[config.mk]
export PLATFORM = sky130hd
export DESIGN_NAME = maq_h_flat
export DESIGN_NICKNAME = d
export VERILOG_FILES = /design/src/rtl/maq_h_if.sv /design/src/rtl/maq_h.sv /design/src/flat_wrapper.sv
export SDC_FILE = /design/constraint.sdc
export NUM_CORES = 1
export LEC_CHECK = 0
export BUFFER_PORTS_ARGS = -buffer_cell sky130_fd_sc_hd__buf_2
export CORE_UTILIZATION = 30
export CTS_BUF_LIST = sky130_fd_sc_hd__clkbuf_16
export CTS_CLUSTER_DIAMETER = 80
export DETAILED_ROUTE_END_ITERATION = 16
export GPL_TIMING_DRIVEN = 0
export SYNTH_ARGS = -nofsm -noshare
export SYNTH_HDL_FRONTEND = slang
export SYNTH_SLANG_ARGS = --single-unit
[constraint.sdc]
create_clock -name clk -period 2.68 [get_ports clk]
set_input_delay 0.134 -clock clk [delete_from_list [all_inputs] [get_ports clk]]
set_output_delay 0.134 -clock clk [all_outputs]
set_load 0.005 [all_outputs]
[src/rtl/maq_h_if.sv]
// Hour-stage bundle: minute carry and adjust controls in, BCD hour, pm flag and day carry out.
interface maq_h_if;
    logic       incrementa_hora;
    logic       ajuste_en;
    logic       ajuste_inc;
    logic       ajuste_dec;
    logic [3:0] bcd_h_lsd;
    logic [1:0] bcd_h_msd;
    logic       pm;
    logic       incrementa_dia;

    modport master (
        output incrementa_hora, ajuste_en, ajuste_inc, ajuste_dec,
        input  bcd_h_lsd, bcd_h_msd, pm, incrementa_dia
    );

    modport slave (
        input  incrementa_hora, ajuste_en, ajuste_inc, ajuste_dec,
        output bcd_h_lsd, bcd_h_msd, pm, incrementa_dia
    );
endinterface

[src/rtl/maq_h.sv]
// Hour stage of the clock chain: BCD hour counter (24h or 12h with pm), button adjust, day carry.
module maq_h #(
    parameter bit MODO_24H = 1'b1
) (
    input  logic     clk,
    input  logic     rst,
    maq_h_if.slave   bus
);
    typedef struct packed {
        logic       pm;
        logic [1:0] msd;
        logic [3:0] lsd;
    } hora_t;

    // 24h resets to 00; 12h resets to 12 AM
    localparam hora_t RST_HORA = MODO_24H ? hora_t'({1'b0, 2'd0, 4'd0})
                                          : hora_t'({1'b0, 2'd1, 4'd2});

    hora_t hora;
    logic  inc_q;
    logic  dec_q;
    logic  cuenta;
    logic  sube;
    logic  baja;
    logic  fin_dia;

    function automatic logic pm_24h(input logic [1:0] msd, input logic [3:0] lsd);
        return (msd == 2'd2) || (msd == 2'd1 && lsd >= 4'd2);
    endfunction

    function automatic hora_t hora_inc(input hora_t h);
        hora_t r;
        r = h;
        if (MODO_24H) begin
            if (h.msd == 2'd2 && h.lsd == 4'd3) begin
                r.msd = 2'd0;
                r.lsd = 4'd0;
            end else if (h.lsd == 4'd9) begin
                r.msd = h.msd + 2'd1;
                r.lsd = 4'd0;
            end else begin
                r.lsd = h.lsd + 4'd1;
            end
            r.pm = pm_24h(r.msd, r.lsd);
        end else begin
            if (h.msd == 2'd1 && h.lsd == 4'd2) begin
                r.msd = 2'd0;
                r.lsd = 4'd1;
            end else if (h.msd == 2'd1 && h.lsd == 4'd1) begin
                r.lsd = 4'd2;
                r.pm  = ~h.pm;
            end else if (h.lsd == 4'd9) begin
                r.msd = 2'd1;
                r.lsd = 4'd0;
            end else begin
                r.lsd = h.lsd + 4'd1;
            end
        end
        return r;
    endfunction

    function automatic hora_t hora_dec(input hora_t h);
        hora_t r;
        r = h;
        if (MODO_24H) begin
            if (h.msd == 2'd0 && h.lsd == 4'd0) begin
                r.msd = 2'd2;
                r.lsd = 4'd3;
            end else if (h.lsd == 4'd0) begin
                r.msd = h.msd - 2'd1;
                r.lsd = 4'd9;
            end else begin
                r.lsd = h.lsd - 4'd1;
            end
            r.pm = pm_24h(r.msd, r.lsd);
        end else begin
            // 12 is the first hour of each half, so stepping back from it crosses halves
            if (h.msd == 2'd0 && h.lsd == 4'd1) begin
                r.msd = 2'd1;
                r.lsd = 4'd2;
            end else if (h.msd == 2'd1 && h.lsd == 4'd2) begin
                r.lsd = 4'd1;
                r.pm  = ~h.pm;
            end else if (h.msd == 2'd1 && h.lsd == 4'd0) begin
                r.msd = 2'd0;
                r.lsd = 4'd9;
            end else begin
                r.lsd = h.lsd - 4'd1;
            end
        end
        return r;
    endfunction

    always_comb begin
        cuenta  = bus.incrementa_hora & ~bus.ajuste_en;
        sube    = bus.ajuste_en & bus.ajuste_inc & ~inc_q & ~(bus.ajuste_dec & ~dec_q);
        baja    = bus.ajuste_en & bus.ajuste_dec & ~dec_q & ~(bus.ajuste_inc & ~inc_q);
        fin_dia = MODO_24H ? (hora.msd == 2'd2 && hora.lsd == 4'd3)
                           : (hora.pm && hora.msd == 2'd1 && hora.lsd == 4'd1);
    end

    always_ff @(posedge clk) begin
        if (rst) begin
            hora  <= RST_HORA;
            inc_q <= 1'b0;
            dec_q <= 1'b0;
        end else begin
            inc_q <= bus.ajuste_inc;
            dec_q <= bus.ajuste_dec;
            if (cuenta || sube) begin
                hora <= hora_inc(hora);
            end else if (baja) begin
                hora <= hora_dec(hora);
            end
        end
    end

    assign bus.bcd_h_lsd      = hora.lsd;
    assign bus.bcd_h_msd      = hora.msd;
    assign bus.pm             = hora.pm;
    assign bus.incrementa_dia = cuenta & fin_dia;
endmodule
[src/flat_wrapper.sv]
// flat-port wrapper written by rule: the top's interface ports become plain ports
module maq_h_flat 
#(
    parameter bit MODO_24H = 1'b1
)
  (clk, rst, bus_incrementa_hora, bus_ajuste_en, bus_ajuste_inc, bus_ajuste_dec, bus_bcd_h_lsd, bus_bcd_h_msd, bus_pm, bus_incrementa_dia);
  maq_h_if bus_i ();
  input  logic clk;
  input  logic rst;
  input wire logic [$bits(bus_i.incrementa_hora)-1:0] bus_incrementa_hora;
  input wire logic [$bits(bus_i.ajuste_en)-1:0] bus_ajuste_en;
  input wire logic [$bits(bus_i.ajuste_inc)-1:0] bus_ajuste_inc;
  input wire logic [$bits(bus_i.ajuste_dec)-1:0] bus_ajuste_dec;
  output wire logic [$bits(bus_i.bcd_h_lsd)-1:0] bus_bcd_h_lsd;
  output wire logic [$bits(bus_i.bcd_h_msd)-1:0] bus_bcd_h_msd;
  output wire logic [$bits(bus_i.pm)-1:0] bus_pm;
  output wire logic [$bits(bus_i.incrementa_dia)-1:0] bus_incrementa_dia;
  assign bus_i.incrementa_hora = bus_incrementa_hora;
  assign bus_i.ajuste_en = bus_ajuste_en;
  assign bus_i.ajuste_inc = bus_ajuste_inc;
  assign bus_i.ajuste_dec = bus_ajuste_dec;
  assign bus_bcd_h_lsd = bus_i.bcd_h_lsd;
  assign bus_bcd_h_msd = bus_i.bcd_h_msd;
  assign bus_pm = bus_i.pm;
  assign bus_incrementa_dia = bus_i.incrementa_dia;
  maq_h #(.MODO_24H(MODO_24H)) u_core (.clk(clk), .rst(rst), .bus(bus_i));
endmodule
### Yosys cells after proc, flatten, opt, wreduce, memory -nomap -nowiden

Index checks and enable logic that the tools add are counted.

* add/sub/neg operators: 4
* magnitude comparators: 2
* eq/ne operators: 7
* muxes and demuxes: 13
* bitwise logic cells: 15
* reduce and logical (&&, ||, !) cells: 10

Operators with widths (count)
* $mux 6: 7
* $mux 7: 2
* $and 1x1->1: 10
* $ge 4x2->1 const B: 2
* $mux 4: 2
* $eq 2x2->1 const B: 3
* $not 1->1: 5
* $add 4x1->4 const B: 1
* $eq 2x1->1 const B: 2
* $eq 4x2->1 const B: 1
* $eq 4x4->1 const B: 1
* $logic_and 1x1->1: 4
* $logic_not 4->1: 1
* $mux 2: 2
* $sub 4x1->4 const B: 1
* $logic_or 1x1->1: 3
* $add 2x1->2 const B: 1
* $logic_not 2->1: 1
* $reduce_bool 2->1: 1
* $sub 2x1->2 const B: 1

* register bits: 9
* output and inout bits: 8
* logic and storage cells: 56

### Depth between registers and ports, before layout

* depth in word-level cells: 12
* gate-level depth with buffers: 7
* gate-level depth less buffers: 7

### Worst setup path after synthesis

No wires, ideal clock.

* path type: reg2reg
* start: register u_core.hora (netlist bit u_core.bus.bcd_h_lsd[0])
* end: register u_core.hora (netlist bit u_core.bus.bcd_h_lsd[1])
* arrival: 1.778 ns
* setup slack: 0.776 ns
* cell stages (with the launch flop): 8
* path buffers: 0
* cells stage by stage: dfxtp_1 inv_1 ha_1 nor3b_4 mux2_2 mux2_2 a22oi_1 nor2_1

* longest elaborated chain between the ends: 8

RTL lines
* from (decl): RTL line maq_h.sv:19 `hora_t hora;`
* from (signal assigned): RTL line maq_h.sv:111 `hora <= hora_inc(hora);`
* from (signal assigned): RTL line maq_h.sv:113 `hora <= hora_dec(hora);`
* $sub 4x1->4 / $logic_not 4->1 (equally long branches): RTL line maq_h.sv:73, maq_h.sv:66, maq_h.sv:69
* $mux 4 / $logic_and 1x1->1 (equally long branches): RTL line maq_h.sv:69, maq_h.sv:66
* $mux 6: RTL line maq_h.sv:66 `if (h.msd == 2'd0 && h.lsd == 4'd0) begin`
* $mux 6: RTL line maq_h.sv:112 `end else if (baja) begin`
* $mux 6: RTL line maq_h.sv:110 `if (cuenta || sube) begin`
* $mux 6: RTL line maq_h.sv:103 `if (rst) begin`
* $mux 7: RTL line maq_h.sv:112
* $mux 7 (*): RTL line maq_h.sv:110

Mark *: on every way between the ends. The rest lies on a longest branch, timed or not. The select of a mux whose other input is x is not followed.
A chain may end at the register's enable or synchronous reset.

### Final worst setup path

Same ends and word-level chain as after synthesis.

==> results.yml <==
power_and_ir_drop:
  netSwitchingPower_mw: 0.143
  pwr-share-seq_pct: 28.4
  p_comb_share_pct: 24.4
  swShare_pct: 26.1
  pwr-share-clk_pct: 47.2
  irDropWorstVdd_v: 0.000489
  power.internal_mw: 0.404
  leakagePower_nw: 0.396
  powerDensity_nw_per_um2: 581
floorplanning:
  core_area_um2: 2320
  ioPinCount: 14
  initial_core_util_pct: 33.0
  std_cell_rows: 17
  die_w_um: 52.5
  die_h_um: 52.5
  die_area_um2: 2760
yosys:
  syn_area_per_cell_um2: 8.23
  ys_types: 38
  synth-edff-count: 0
  yosysWarnings: 0
  yosysSeqAreaShare_pct: 23.5
  synth_nets: 105
  synthCells: 93
  synthFlopType: "dfxtp_1"
  ys_ff_latch: 9
  synthesis.area_um2: 766
  async_flop_share_pct: 0
cts:
  clock_latency_ps: 230
  cts_made_buffers: 3
  cts_tree: "done"
  cts_buffer_depth: 2
  cts.sink_count: 9
  hold_buffers: 0
  cts_setup_buffers: 0
  ctsResizeCount: 0
  clkTransAtPathRegs_ps: 40
  cts_root_buf: "clkbuf_16"
  htree_levels: 1
sta:
  slew_headroom_pct: 70.6
  finalClockSkew_ps: 3.48
  grt_setup_unrepaired: "no"
  hold_slack_ps: 129
  tightest_slew_ps: 441
  fin_crit_sh_pct: 79.4
  finalHoldViolations: 0
  setup_viol: 0
  period_minus_slack_ps: 2130
  final.setup.tns_ps: 0
  fmax_mhz: 470
  slew_viol_final: 0
  timing.final.ws_setup_ps: 553
global_route:
  grt_max_degree: 11
  grt_pass1_wl_um: 2790
  antenna_found_initial: 0
  grt_use_total_pct: 13.9
  first_global_vias: 646
  grt-ovfl-total: 0
layout:
  area.growth.synth_to_final_pct: 22.9
  drive_gt1_share_pct: 23.9
  mostFrequentLayoutCells: "14 x buf_2, 12 x nor2_1, 9 x dfxtp_1"
  final_common_cell: "buf_2"
  final_util_pct: 40.6
  antenna_cells: 0
  nets: 122
  final_area_um2: 941
  fill_cells: 240
setup_path:
  crit_required_ps: 2790
  critPathCaptureType: "register"
  worstSetupStartpointType: "register"
  worst-setup-path-type: "register to register"
  cp_max_fo: 10
  cp_common_cell: "mux2_2"
  slowest_delay_ps: 400
  arrival_ps: 2240
  slowest_stage: "dfxtp_1"
  crit_chain: "inv_1 > ha_1 > nor3b_4 > mux2_2 > mux2_2 > a22oi_1 > nor2_1"
route:
  drtPass1Iterations: 4
  vias: 716
  final_antenna_net_count: 0
  wl_um: 1650
  drt-initial-drc-count: 15
  post-route-drc-count: 0
  via_per_inst: 5.23
  wl_per_cell_um: 12.0
placed_design:
  placed_area_um2: 861
  dpl_worst_slack_ps: 556
  io_buffers: 12
  place_congestion: 0.828
  hpwl_um: 1270
worst_hold_path:
  hold_class: "input port to register"
job:
  maxCapViolations: 0
outcome:
  status: "finished, final reports clean"
==> power groups by stage <==
stage               clock, mW  combinational, mW  sequential (mW)
floorplan                   0              0.101            0.156
global placement            0              0.132            0.157
detailed placement          0              0.133            0.158
CTS                     0.265              0.134            0.155
global route            0.271              0.149            0.157
finish                  0.258              0.133            0.155
==> area by class of cell <==
cell class | count | area, um^2 | area share [%]
inverters | 6 | 22.5 | 2.39
multi-input cells | 73 | 531 | 56.4
clock inverters | 1 | 5.00 | 0.532
clock buffers | 3 | 75.1 | 7.98
plain buffers | 5 | 32.5 | 3.46
repair buffers | 12 | 60.1 | 6.38
well taps | 28 | 35.0 | 3.72
flip-flops and latches | 9 | 180 | 19.1
==> per-layer routing <==
metal  wire [um]  vias to the layer above  GRT usage [%]
met1         779                      336           17.7
met3          87                        0           4.35
met2         779                       19           22.8
li1            -                      361              -
met5           0                        -              0
met4           0                        0           2.63
==> worst max-delay path, delay by kind of cell, from the launching register on <==
| family | cells | cell delay (ps) |
|---|---|---|
| buffers and inverters | 1 | 90 |
| adders and majority gates | 1 | 290 |
| muxes | 2 | 640 |
| AOI/OAI and AO/OA | 1 | 180 |
| DFF | 1 | 400 |
| and+or+nand+nor | 2 | 400 |
==> metrics by stage <==
stage                     power, mW  std cells
after floorplan               0.257         93
after global placement        0.290        133
after detailed placement      0.290        133
after CTS                     0.554        137
after global routing          0.577        137
final                         0.547        137
==> path summary, 6_finish.rpt <==
| check | end | slack [ps] | start | cells after the start |
|---|---|---|---|---|
| worst max-delay path | u_core.bus.bcd_h_lsd[1] | 550 | u_core.bus.bcd_h_lsd[0] | 7 |
| worst min-delay path | u_core.inc_q | 130 | bus_ajuste_inc | 2 |
| worst max register to register | u_core.bus.bcd_h_lsd[1] | 550 | u_core.bus.bcd_h_lsd[0] | 7 |
| worst min register to register | u_core.bus.pm | 530 | u_core.bus.pm | 2 |
==> Yosys cell counts, types with 2 or more instances <==
| cell | number | area (um^2) |
|---|---|---|
| a21oi_1 | 4 | 20.0 |
| a311oi_1 | 3 | 26.3 |
| and2_1 | 3 | 18.8 |
| buf_2 | 2 | 10.0 |
| dfxtp_1 | 9 | 180 |
| ha_1 | 6 | 75.1 |
| inv_1 | 6 | 22.5 |
| mux2_2 | 2 | 22.5 |
| mux2i_1 | 3 | 30.0 |
| nand2_1 | 2 | 7.51 |
| nand2b_1 | 2 | 12.5 |
| nand3_1 | 2 | 10.0 |
| nand3b_1 | 2 | 15.0 |
| nor2_1 | 12 | 45.0 |
| nor2b_1 | 7 | 43.8 |
| nor3_1 | 2 | 10.0 |
| o21ai_0 | 3 | 15.0 |
| xnor2_1 | 3 | 26.3 |
==> cell families after synthesis <==
kind of cell,after synthesis,share of synthesized area (%)
simple gates,36,27.0
mux,5,6.86
fa+ha+maj,6,9.80
xor+xnor,3,3.43
buf+inv,11,7.19
flops,9,23.5
compound gates,23,22.2
==> state kept, by name, indices dropped and copies added, names as in the netlist <==
register and count:
u_core.bus.bcd_h_lsd 4, u_core.bus.bcd_h_msd 2, u_core.bus.pm 1, u_core.dec_q 1, u_core.inc_q 1
(Power assumes the default switching activity.)
